[config.mk]
export PLATFORM = sky130hd
export DESIGN_NAME = ram_2port_arb_flat
export DESIGN_NICKNAME = d
export VERILOG_FILES = /design/src/rtl/ram_2port_arb_if.sv /design/src/rtl/ram_2port_arb.sv /design/src/flat_wrapper.sv
export SDC_FILE = /design/constraint.sdc
export NUM_CORES = 1
export LEC_CHECK = 0
export CORE_MARGIN = 2
export CORE_UTILIZATION = 37
export CTS_CLUSTER_SIZE = 10
export DETAILED_ROUTE_END_ITERATION = 8
export PLACE_DENSITY = 0.76
export RECOVER_POWER = 100
export SKIP_CTS_REPAIR_TIMING = 1
export SLEW_MARGIN = 20
export SYNTH_ARGS = -nofsm -noshare
export SYNTH_HDL_FRONTEND = slang
export SYNTH_SLANG_ARGS = --single-unit
[constraint.sdc]
create_clock -name clk_i -period 3.5 [get_ports clk_i]
set_input_delay 1.05 -clock clk_i [delete_from_list [all_inputs] [get_ports clk_i]]
set_output_delay 1.05 -clock clk_i [all_outputs]
set_load 0.02 [all_outputs]
[src/rtl/ram_2port_arb_if.sv]
// Request/response bundle between two requesters, the arbiter and a
// simple dual-port RAM (one write port, one read port).
//
// Handshake: a requester raises reqN_i with weN_i/addrN_i/wdataN_i stable
// and keeps them stable until gntN_o is seen high in the same cycle; that
// cycle is the transfer (req acts as valid, gnt as ready). reqN_i may be
// raised again in the very next cycle for a new operation. Read data comes
// back later as a one-cycle rvalidN_o pulse with rdataN_o; there is no
// backpressure on the return path.
interface ram_2port_arb_if #(
  parameter int AW = 8,
  parameter int DW = 32
);

  // requester 0
  logic          req0_i;
  logic          we0_i;
  logic [AW-1:0] addr0_i;
  logic [DW-1:0] wdata0_i;
  logic          gnt0_o;
  logic          rvalid0_o;
  logic [DW-1:0] rdata0_o;

  // requester 1
  logic          req1_i;
  logic          we1_i;
  logic [AW-1:0] addr1_i;
  logic [DW-1:0] wdata1_i;
  logic          gnt1_o;
  logic          rvalid1_o;
  logic [DW-1:0] rdata1_o;

  // RAM write port
  logic          ram_wr_en_o;
  logic [AW-1:0] ram_wr_addr_o;
  logic [DW-1:0] ram_wr_data_o;

  // RAM read port
  logic          ram_rd_en_o;
  logic [AW-1:0] ram_rd_addr_o;
  logic [DW-1:0] ram_rd_data_i;

  // requesters and RAM side (the environment around the arbiter)
  modport master (
    output req0_i, we0_i, addr0_i, wdata0_i,
    output req1_i, we1_i, addr1_i, wdata1_i,
    input  gnt0_o, rvalid0_o, rdata0_o,
    input  gnt1_o, rvalid1_o, rdata1_o,
    input  ram_wr_en_o, ram_wr_addr_o, ram_wr_data_o,
    input  ram_rd_en_o, ram_rd_addr_o,
    output ram_rd_data_i
  );

  // the arbiter itself
  modport slave (
    input  req0_i, we0_i, addr0_i, wdata0_i,
    input  req1_i, we1_i, addr1_i, wdata1_i,
    output gnt0_o, rvalid0_o, rdata0_o,
    output gnt1_o, rvalid1_o, rdata1_o,
    output ram_wr_en_o, ram_wr_addr_o, ram_wr_data_o,
    output ram_rd_en_o, ram_rd_addr_o,
    input  ram_rd_data_i
  );

endinterface

[src/rtl/ram_2port_arb.sv]
// Two-requester arbiter in front of a dual-port RAM.
//
// Writes and reads are arbitrated separately, each with its own
// round-robin pointer holding the id of the last requester granted on that
// port, so one write and one read can be accepted in the same cycle.
// Accepted operations are issued to the RAM one cycle later through
// registered strobes. Reads are followed by a two-stage (valid, id) tag
// pipeline that routes the RAM data back to the requester that asked.
//
// Read-after-write hazard: a read that targets the address being written
// in the same cycle is held off for one cycle, so it is issued after the
// write has landed and returns the new data.
module ram_2port_arb #(
  parameter int AW = 8,
  parameter int DW = 32
) (
  input logic clk_i,
  input logic rst_i,
  ram_2port_arb_if.slave bus
);

  // ---------------------------------------------------------------------
  // Round-robin pointers (id of the last granted requester per port)
  // ---------------------------------------------------------------------
  logic w_last;
  logic r_last;

  // ---------------------------------------------------------------------
  // Write arbitration signals
  // ---------------------------------------------------------------------
  logic          w_cand0;
  logic          w_cand1;
  logic          w_go0;
  logic          w_go1;
  logic          w_any;
  logic [AW-1:0] w_addr;
  logic [DW-1:0] w_data;

  // ---------------------------------------------------------------------
  // Read arbitration signals
  // ---------------------------------------------------------------------
  logic          r_cand0;
  logic          r_cand1;
  logic          r_go0;
  logic          r_go1;
  logic          r_any;
  logic          r_id;
  logic [AW-1:0] r_addr;

  // ---------------------------------------------------------------------
  // Read tag pipeline: stage 1 lines up with ram_rd_en_o, stage 2 with the
  // cycle in which ram_rd_data_i is valid.
  // ---------------------------------------------------------------------
  logic s1_valid;
  logic s1_id;
  logic s2_valid;
  logic s2_id;

  // Write arbitration: requester that was not last granted wins a tie.
  always_comb begin
    w_cand0 = bus.req0_i & bus.we0_i;
    w_cand1 = bus.req1_i & bus.we1_i;
    w_go0   = 1'b0;
    w_go1   = 1'b0;
    if (!rst_i) begin
      if (w_cand0 && w_cand1) begin
        w_go0 = (w_last == 1'b1);
        w_go1 = (w_last == 1'b0);
      end else begin
        w_go0 = w_cand0;
        w_go1 = w_cand1;
      end
    end
    w_any  = w_go0 | w_go1;
    w_addr = w_go1 ? bus.addr1_i  : bus.addr0_i;
    w_data = w_go1 ? bus.wdata1_i : bus.wdata0_i;
  end

  // Read arbitration: candidates colliding with this cycle's write are
  // removed before the round-robin choice, so they retry next cycle.
  always_comb begin
    r_cand0 = bus.req0_i & ~bus.we0_i;
    r_cand1 = bus.req1_i & ~bus.we1_i;
    if (w_any && (bus.addr0_i == w_addr)) begin
      r_cand0 = 1'b0;
    end
    if (w_any && (bus.addr1_i == w_addr)) begin
      r_cand1 = 1'b0;
    end
    r_go0 = 1'b0;
    r_go1 = 1'b0;
    if (!rst_i) begin
      if (r_cand0 && r_cand1) begin
        r_go0 = (r_last == 1'b1);
        r_go1 = (r_last == 1'b0);
      end else begin
        r_go0 = r_cand0;
        r_go1 = r_cand1;
      end
    end
    r_any  = r_go0 | r_go1;
    r_id   = r_go1;
    r_addr = r_go1 ? bus.addr1_i : bus.addr0_i;
  end

  // A requester carries one op per cycle, so at most one of its write or
  // read grants can be high.
  assign bus.gnt0_o = w_go0 | r_go0;
  assign bus.gnt1_o = w_go1 | r_go1;

  // Round-robin pointers move only when their port grants.
  always_ff @(posedge clk_i) begin
    if (rst_i) begin
      w_last <= 1'b1;
      r_last <= 1'b1;
    end else begin
      if (w_any) begin
        w_last <= w_go1;
      end
      if (r_any) begin
        r_last <= r_id;
      end
    end
  end

  // Write port issue: strobe for one cycle, address/data from the grant.
  always_ff @(posedge clk_i) begin
    if (rst_i) begin
      bus.ram_wr_en_o   <= 1'b0;
      bus.ram_wr_addr_o <= '0;
      bus.ram_wr_data_o <= '0;
    end else begin
      bus.ram_wr_en_o <= w_any;
      if (w_any) begin
        bus.ram_wr_addr_o <= w_addr;
        bus.ram_wr_data_o <= w_data;
      end
    end
  end

  // Read port issue plus first tag stage.
  always_ff @(posedge clk_i) begin
    if (rst_i) begin
      bus.ram_rd_en_o   <= 1'b0;
      bus.ram_rd_addr_o <= '0;
      s1_valid          <= 1'b0;
      s1_id             <= 1'b0;
    end else begin
      bus.ram_rd_en_o <= r_any;
      s1_valid        <= r_any;
      if (r_any) begin
        bus.ram_rd_addr_o <= r_addr;
        s1_id             <= r_id;
      end
    end
  end

  // Second tag stage: valid while the RAM presents the read data.
  always_ff @(posedge clk_i) begin
    if (rst_i) begin
      s2_valid <= 1'b0;
      s2_id    <= 1'b0;
    end else begin
      s2_valid <= s1_valid;
      s2_id    <= s1_id;
    end
  end

  // Return path: capture RAM data into the owner's register and pulse rvalid.
  always_ff @(posedge clk_i) begin
    if (rst_i) begin
      bus.rvalid0_o <= 1'b0;
      bus.rvalid1_o <= 1'b0;
      bus.rdata0_o  <= '0;
      bus.rdata1_o  <= '0;
    end else begin
      bus.rvalid0_o <= s2_valid & ~s2_id;
      bus.rvalid1_o <= s2_valid &  s2_id;
      if (s2_valid && !s2_id) begin
        bus.rdata0_o <= bus.ram_rd_data_i;
      end
      if (s2_valid && s2_id) begin
        bus.rdata1_o <= bus.ram_rd_data_i;
      end
    end
  end

endmodule

[src/flat_wrapper.sv]
// flat-port wrapper written by rule: the top's interface ports become plain ports
module ram_2port_arb_flat 
#(
  parameter int AW = 8,
  parameter int DW = 32
)
  (clk_i, rst_i, bus_req0_i, bus_we0_i, bus_addr0_i, bus_wdata0_i, bus_req1_i, bus_we1_i, bus_addr1_i, bus_wdata1_i, bus_gnt0_o, bus_rvalid0_o, bus_rdata0_o, bus_gnt1_o, bus_rvalid1_o, bus_rdata1_o, bus_ram_wr_en_o, bus_ram_wr_addr_o, bus_ram_wr_data_o, bus_ram_rd_en_o, bus_ram_rd_addr_o, bus_ram_rd_data_i);
  ram_2port_arb_if #(.AW(AW), .DW(DW)) bus_i ();
  input logic clk_i;
  input logic rst_i;
  input wire logic [$bits(bus_i.req0_i)-1:0] bus_req0_i;
  input wire logic [$bits(bus_i.we0_i)-1:0] bus_we0_i;
  input wire logic [$bits(bus_i.addr0_i)-1:0] bus_addr0_i;
  input wire logic [$bits(bus_i.wdata0_i)-1:0] bus_wdata0_i;
  input wire logic [$bits(bus_i.req1_i)-1:0] bus_req1_i;
  input wire logic [$bits(bus_i.we1_i)-1:0] bus_we1_i;
  input wire logic [$bits(bus_i.addr1_i)-1:0] bus_addr1_i;
  input wire logic [$bits(bus_i.wdata1_i)-1:0] bus_wdata1_i;
  output wire logic [$bits(bus_i.gnt0_o)-1:0] bus_gnt0_o;
  output wire logic [$bits(bus_i.rvalid0_o)-1:0] bus_rvalid0_o;
  output wire logic [$bits(bus_i.rdata0_o)-1:0] bus_rdata0_o;
  output wire logic [$bits(bus_i.gnt1_o)-1:0] bus_gnt1_o;
  output wire logic [$bits(bus_i.rvalid1_o)-1:0] bus_rvalid1_o;
  output wire logic [$bits(bus_i.rdata1_o)-1:0] bus_rdata1_o;
  output wire logic [$bits(bus_i.ram_wr_en_o)-1:0] bus_ram_wr_en_o;
  output wire logic [$bits(bus_i.ram_wr_addr_o)-1:0] bus_ram_wr_addr_o;
  output wire logic [$bits(bus_i.ram_wr_data_o)-1:0] bus_ram_wr_data_o;
  output wire logic [$bits(bus_i.ram_rd_en_o)-1:0] bus_ram_rd_en_o;
  output wire logic [$bits(bus_i.ram_rd_addr_o)-1:0] bus_ram_rd_addr_o;
  input wire logic [$bits(bus_i.ram_rd_data_i)-1:0] bus_ram_rd_data_i;
  assign bus_i.req0_i = bus_req0_i;
  assign bus_i.we0_i = bus_we0_i;
  assign bus_i.addr0_i = bus_addr0_i;
  assign bus_i.wdata0_i = bus_wdata0_i;
  assign bus_i.req1_i = bus_req1_i;
  assign bus_i.we1_i = bus_we1_i;
  assign bus_i.addr1_i = bus_addr1_i;
  assign bus_i.wdata1_i = bus_wdata1_i;
  assign bus_gnt0_o = bus_i.gnt0_o;
  assign bus_rvalid0_o = bus_i.rvalid0_o;
  assign bus_rdata0_o = bus_i.rdata0_o;
  assign bus_gnt1_o = bus_i.gnt1_o;
  assign bus_rvalid1_o = bus_i.rvalid1_o;
  assign bus_rdata1_o = bus_i.rdata1_o;
  assign bus_ram_wr_en_o = bus_i.ram_wr_en_o;
  assign bus_ram_wr_addr_o = bus_i.ram_wr_addr_o;
  assign bus_ram_wr_data_o = bus_i.ram_wr_data_o;
  assign bus_ram_rd_en_o = bus_i.ram_rd_en_o;
  assign bus_ram_rd_addr_o = bus_i.ram_rd_addr_o;
  assign bus_i.ram_rd_data_i = bus_ram_rd_data_i;
  ram_2port_arb #(.AW(AW), .DW(DW)) u_core (.clk_i(clk_i), .rst_i(rst_i), .bus(bus_i));
endmodule
After elaboration in Yosys (flattened, before gate mapping) --
Index checks and enable logic that the tools add are counted. W data, S select, Z words.
Cells by class: equal/unequal tests 2, muxes and demuxes 13, bitwise gates (word level) 15, reductions and logical operators 7
Operators by type and width (number):
- $mux W32 | 1
- $eq A8 B8 Y1 | 2
- $mux W8 | 2
- $mux W1 | 10
- $and A1 B1 Y1 | 6
- $logic_and A1 B1 Y1 | 6
- $not A1 Y1 | 5
- $or A1 B1 Y1 | 4
- $logic_not A1 Y1 | 1
Storage, ports and cells: bits in registers 121, input port bits 118, output and inout bits 118, logic and storage cells 51

Longest topological paths before layout --
depth after elaboration 12, gate-level depth with buffers 7, depth with buffers taken out 6

Worst setup path before layout --
No wires, ideal clock.
path kind input to output, start input port bus_addr0_i[6], end output port bus_gnt1_o, arrival time 2.507 ns, data required time 2.450 ns, path slack -0.057 ns, stages on the path 5, buffers on the path 1, cell sequence xor2_1 or4_4 o31ai_4 buf_6 nand2_1
Between the ends: word-level cells in the longest chain between the ends 8
Ends and longest elaborated chain:
- start, declared | line flat_wrapper.sv:13 | input wire logic [$bits(bus_i.addr0_i)-1:0] bus_addr0_i;
- $mux W8 | line ram_2port_arb.sv:75 | w_addr = w_go1 ? bus.addr1_i : bus.addr0_i;
- $eq A8 B8 Y1 (on tied branches) | line ram_2port_arb.sv:84, ram_2port_arb.sv:87
- $logic_and A1 B1 Y1 (on tied branches) | line ram_2port_arb.sv:84, ram_2port_arb.sv:87
- $mux W1 (on tied branches) | line ram_2port_arb.sv:84, ram_2port_arb.sv:87
- $logic_and A1 B1 Y1 | line ram_2port_arb.sv:93 | if (r_cand0 && r_cand1) begin
- $mux W1 * | line ram_2port_arb.sv:93
- $mux W1 * | line ram_2port_arb.sv:92 | if (!rst_i) begin
- $or A1 B1 Y1 * | line ram_2port_arb.sv:109 | assign bus.gnt1_o = w_go1 | r_go1;
- end, declared | line flat_wrapper.sv:22 | output wire logic [$bits(bus_i.gnt1_o)-1:0] bus_gnt1_o;
Every way passes the cells marked *; elsewhere a longest branch is shown, timed or not.

Final worst setup path --
start input port bus_addr0_i[3], end output port bus_gnt0_o
Between the ends: word-level cells in the longest chain between the ends 8
Ends and longest elaborated chain:
- $mux W8 | line ram_2port_arb.sv:75
- $eq A8 B8 Y1 (on tied branches) | line ram_2port_arb.sv:84, ram_2port_arb.sv:87
- $logic_and A1 B1 Y1 (on tied branches) | line ram_2port_arb.sv:84, ram_2port_arb.sv:87
- $mux W1 (on tied branches) | line ram_2port_arb.sv:84, ram_2port_arb.sv:87
- $logic_and A1 B1 Y1 | line ram_2port_arb.sv:93
- $mux W1 * | line ram_2port_arb.sv:93
- $mux W1 * | line ram_2port_arb.sv:92
- $or A1 B1 Y1 * | line ram_2port_arb.sv:108 | assign bus.gnt0_o = w_go0 | r_go0;
- end, declared | line flat_wrapper.sv:19 | output wire logic [$bits(bus_i.gnt0_o)-1:0] bus_gnt0_o;
Marks and branches as above.

==> impl_metrics.toml <==
[sta]
finClkSkew_ns = 0.00696
hold_ws_ns = 0.447
fmax_mhz = 290
hold_viol = 0
slew_violations = 0
period_share_pct = 98.5
period_minus_slack_ns = 3.45
slew_headroom_pct = 5.77
tightest_slew_ns = 1.41
setup_violations = 0

[power_and_ir_drop]
power.density_mw_per_mm2 = 453
ir_drop_mv = 0.279
p_leak_nw = 3.47

[routing]
ant_nets = 0
routed_via_density = 5.03
drcViolationCount = 0
totalWireLength_um = 16100
first_pass_iters = 4
vias = 5398
drt_iter0_drc = 328
wl_per_cell_um = 15.0

[finish]
instances_no_fill = 1073
final_nets = 1004
layout-drive-gt1-share_pct = 11.5
diodes = 0
area_growth_syn_to_layout_pct = 67.4

[synthesis]
async_flop_share_pct = 0
avgSynthCellArea_um2 = 7.86
synth_top_cell_by_area = "dfxtp_1"
synth_edf_count = 0
synth_top_family_by_area = "simple AND/OR/NAND/NOR gates"
synthMuxAreaShare_pct = 0
yosys_warnings = 0
synth_cell_type_count = 40
syn-num-nets = 755
synth_xor_area_share_pct = 1.40
synthTopCellsByCount = "nand2_1, dfxtp_1, a21oi_1, nor2_1"
syn_area_mm2 = 0.00501
synth_top_area_share_pct = 48.4
synthFlopType = "dfxtp_1"
synth-simple-area-share_pct = 24.6
syn_inst = 637
synth-adder-area-share_pct = 0
synth_most_common_cell = "nand2_1"
seq_area_frac_synth_pct = 48.4
synth-seq-cells = 121
synth_compound_area_share_pct = 20.3
ys_top_cells_by_area = "dfxtp_1, nand2_1, a21oi_1"

[cts]
cts_max_level = 4
clockBufferDepth = 2
cts_tree = "done"
root_buffer = "clkbuf_16"
clock-sinks = 121
worstSkewPairLatency_ns = 0.41
cts_buffers = 17
clkSlewWorstSetupHoldPaths_ns = 0.05

[die]
die_area_mm2 = 0.0145
die_h_um = 120
start_util_pct = 37.8
coreArea_mm2 = 0.0132
num_io_pins = 236
fp-row-count = 42
die_width_um = 120

[global_routing]
grt_pass1_wl_um = 25800
met2_usage_pct = 36.1
busiest_layer = "met2"
grt_pass1_vias = 5181
grt_util_met1_pct = 27.4
met3_usage_pct = 8.35
grt_util_all_layers_pct = 22.4
grt_max_degree = 71
antenna_found_initial = 0
grt_overflow = 0

[critical_path]
cp_data_required_time_ns = 2.45
r2r-end = "u_core.bus.ram_rd_addr_o[1]"
regToRegSetupSlack_ns = 0.96
end_kind = "output port"
worstSetupStartpoint = "bus_addr0_i[3]"
crit_end = "bus_gnt0_o"
arrival_ns = 2.40
crit_type = "input port to output port"
worstReg2RegStart = "u_core.w_last"
rr_worst_depth = 7
crit_fanout = 3
critPathLaunchType = "input port"

[placed_design]
io_buffers = 235
place_inst = 1043
gp_congestion = 0.870
dp.final_hpwl_um = 11300

[hold_path]
whs_path_depth = 2
hold_path_class = "register to register"

[job]
drv_cap = 0

[run_status]
status = "completed"
-- per-stage QoR --
stage / power (mW) / TNS, ns / cell area [µm²] / setup WS [ns] / util (%)
4_1_cts: 3.86 / -1.32 / 8330 / -0.662 / 62.9
3_5_place_dp: 2.13 / -1.30 / 7740 / -0.650 / 58.5
3_3_place_gp: 2.13 / -1.29 / 7740 / -0.647 / 58.5
5_1_grt: 3.96 / -0.0000198 / 8390 / -0.0000198 / 63.3
2_1_floorplan: 1.78 / 0 / 5010 / 0.0294 / -
6_report: 3.80 / 0 / 8390 / 0.0527 / 63.3
-- power by group --
group          switching [mW]  total [mW]  internal, mW
Clock                   0.591        1.72          1.13
Sequential             0.0319        1.47          1.44
Combinational           0.311       0.608         0.297
Total                   0.934        3.80          2.87
-- metal layers --
metal	up-vias	wire length [µm]
met5	-	0
met4	0	282
met3	23	1630
met2	246	7400
met1	2419	6800
li1	2710	-
-- worst max-delay path, stage by stage --
cell            delay (ns)
dlymetal6s2s_1        0.16
xor2_2                0.21
nor4_2                0.45
a21oi_4               0.09
o21ai_1               0.17
nand2_1               0.11
buf_6                 0.15
-- how the worst min path moves through the flow --
stage,startpoint,to
finish,u_core.bus.rdata1_o[22],u_core.bus.rdata1_o[22]
global route,u_core.bus.rdata0_o[25],u_core.bus.rdata0_o[25]
CTS,u_core.bus.rdata1_o[24],u_core.bus.rdata1_o[24]
floorplan,u_core.s1_id,u_core.s2_id
detailed placement,u_core.bus.rdata1_o[24],u_core.bus.rdata1_o[24]
global placement,u_core.bus.rdata1_o[25],u_core.bus.rdata1_o[25]
-- logic make-up after synthesis --
logic type / after synthesis
buf+inv: 64
compound gates: 153
xor+xnor: 8
simple gates: 291
flops: 121
-- layout by cell type, fill, tap and decap left out, types with 2 or more instances in the layout --
cell type,count
xnor2_1,2
buf_4,38
o2111ai_1,9
buf_6,4
a22oi_1,2
dlygate4sd3_1,116
xnor2_2,2
or3_1,2
o311ai_0,7
a211oi_1,9
clkbuf_2,6
clkinv_2,3
clkbuf_8,5
inv_1,10
o22ai_1,33
dfxtp_1,121
bufinv_16,2
o21ai_0,3
xor2_2,4
nand2b_1,2
nor2b_1,3
clkbuf_1,7
a211oi_2,8
nor2_1,55
nor3_1,41
dlymetal6s2s_1,17
a311oi_1,8
nand2_1,168
a21oi_1,66
clkdlybuf4s50_1,96
nor4_1,8
clkbuf_16,17
-- cell type report --
class / count / area, µm²
Multi-Input combinational cell: 452 / 2390
Sequential cell: 121 / 2420
Timing Repair Buffer: 284 / 2730
Inverter: 10 / 37.5
Fill cell: 1177 / 4860
Clock buffer: 23 / 498
Clock inverter: 7 / 91.3
Tap cell: 176 / 220
-- registers in the layout (all words and copies together) (netlist names), 8 cells and up --
register                  flops
u_core.bus.rdata1_o          32
u_core.bus.ram_rd_addr_o      8
u_core.bus.rdata0_o          32
u_core.bus.ram_wr_data_o     32
u_core.bus.ram_wr_addr_o      8
(Power assumes the default switching activity.)
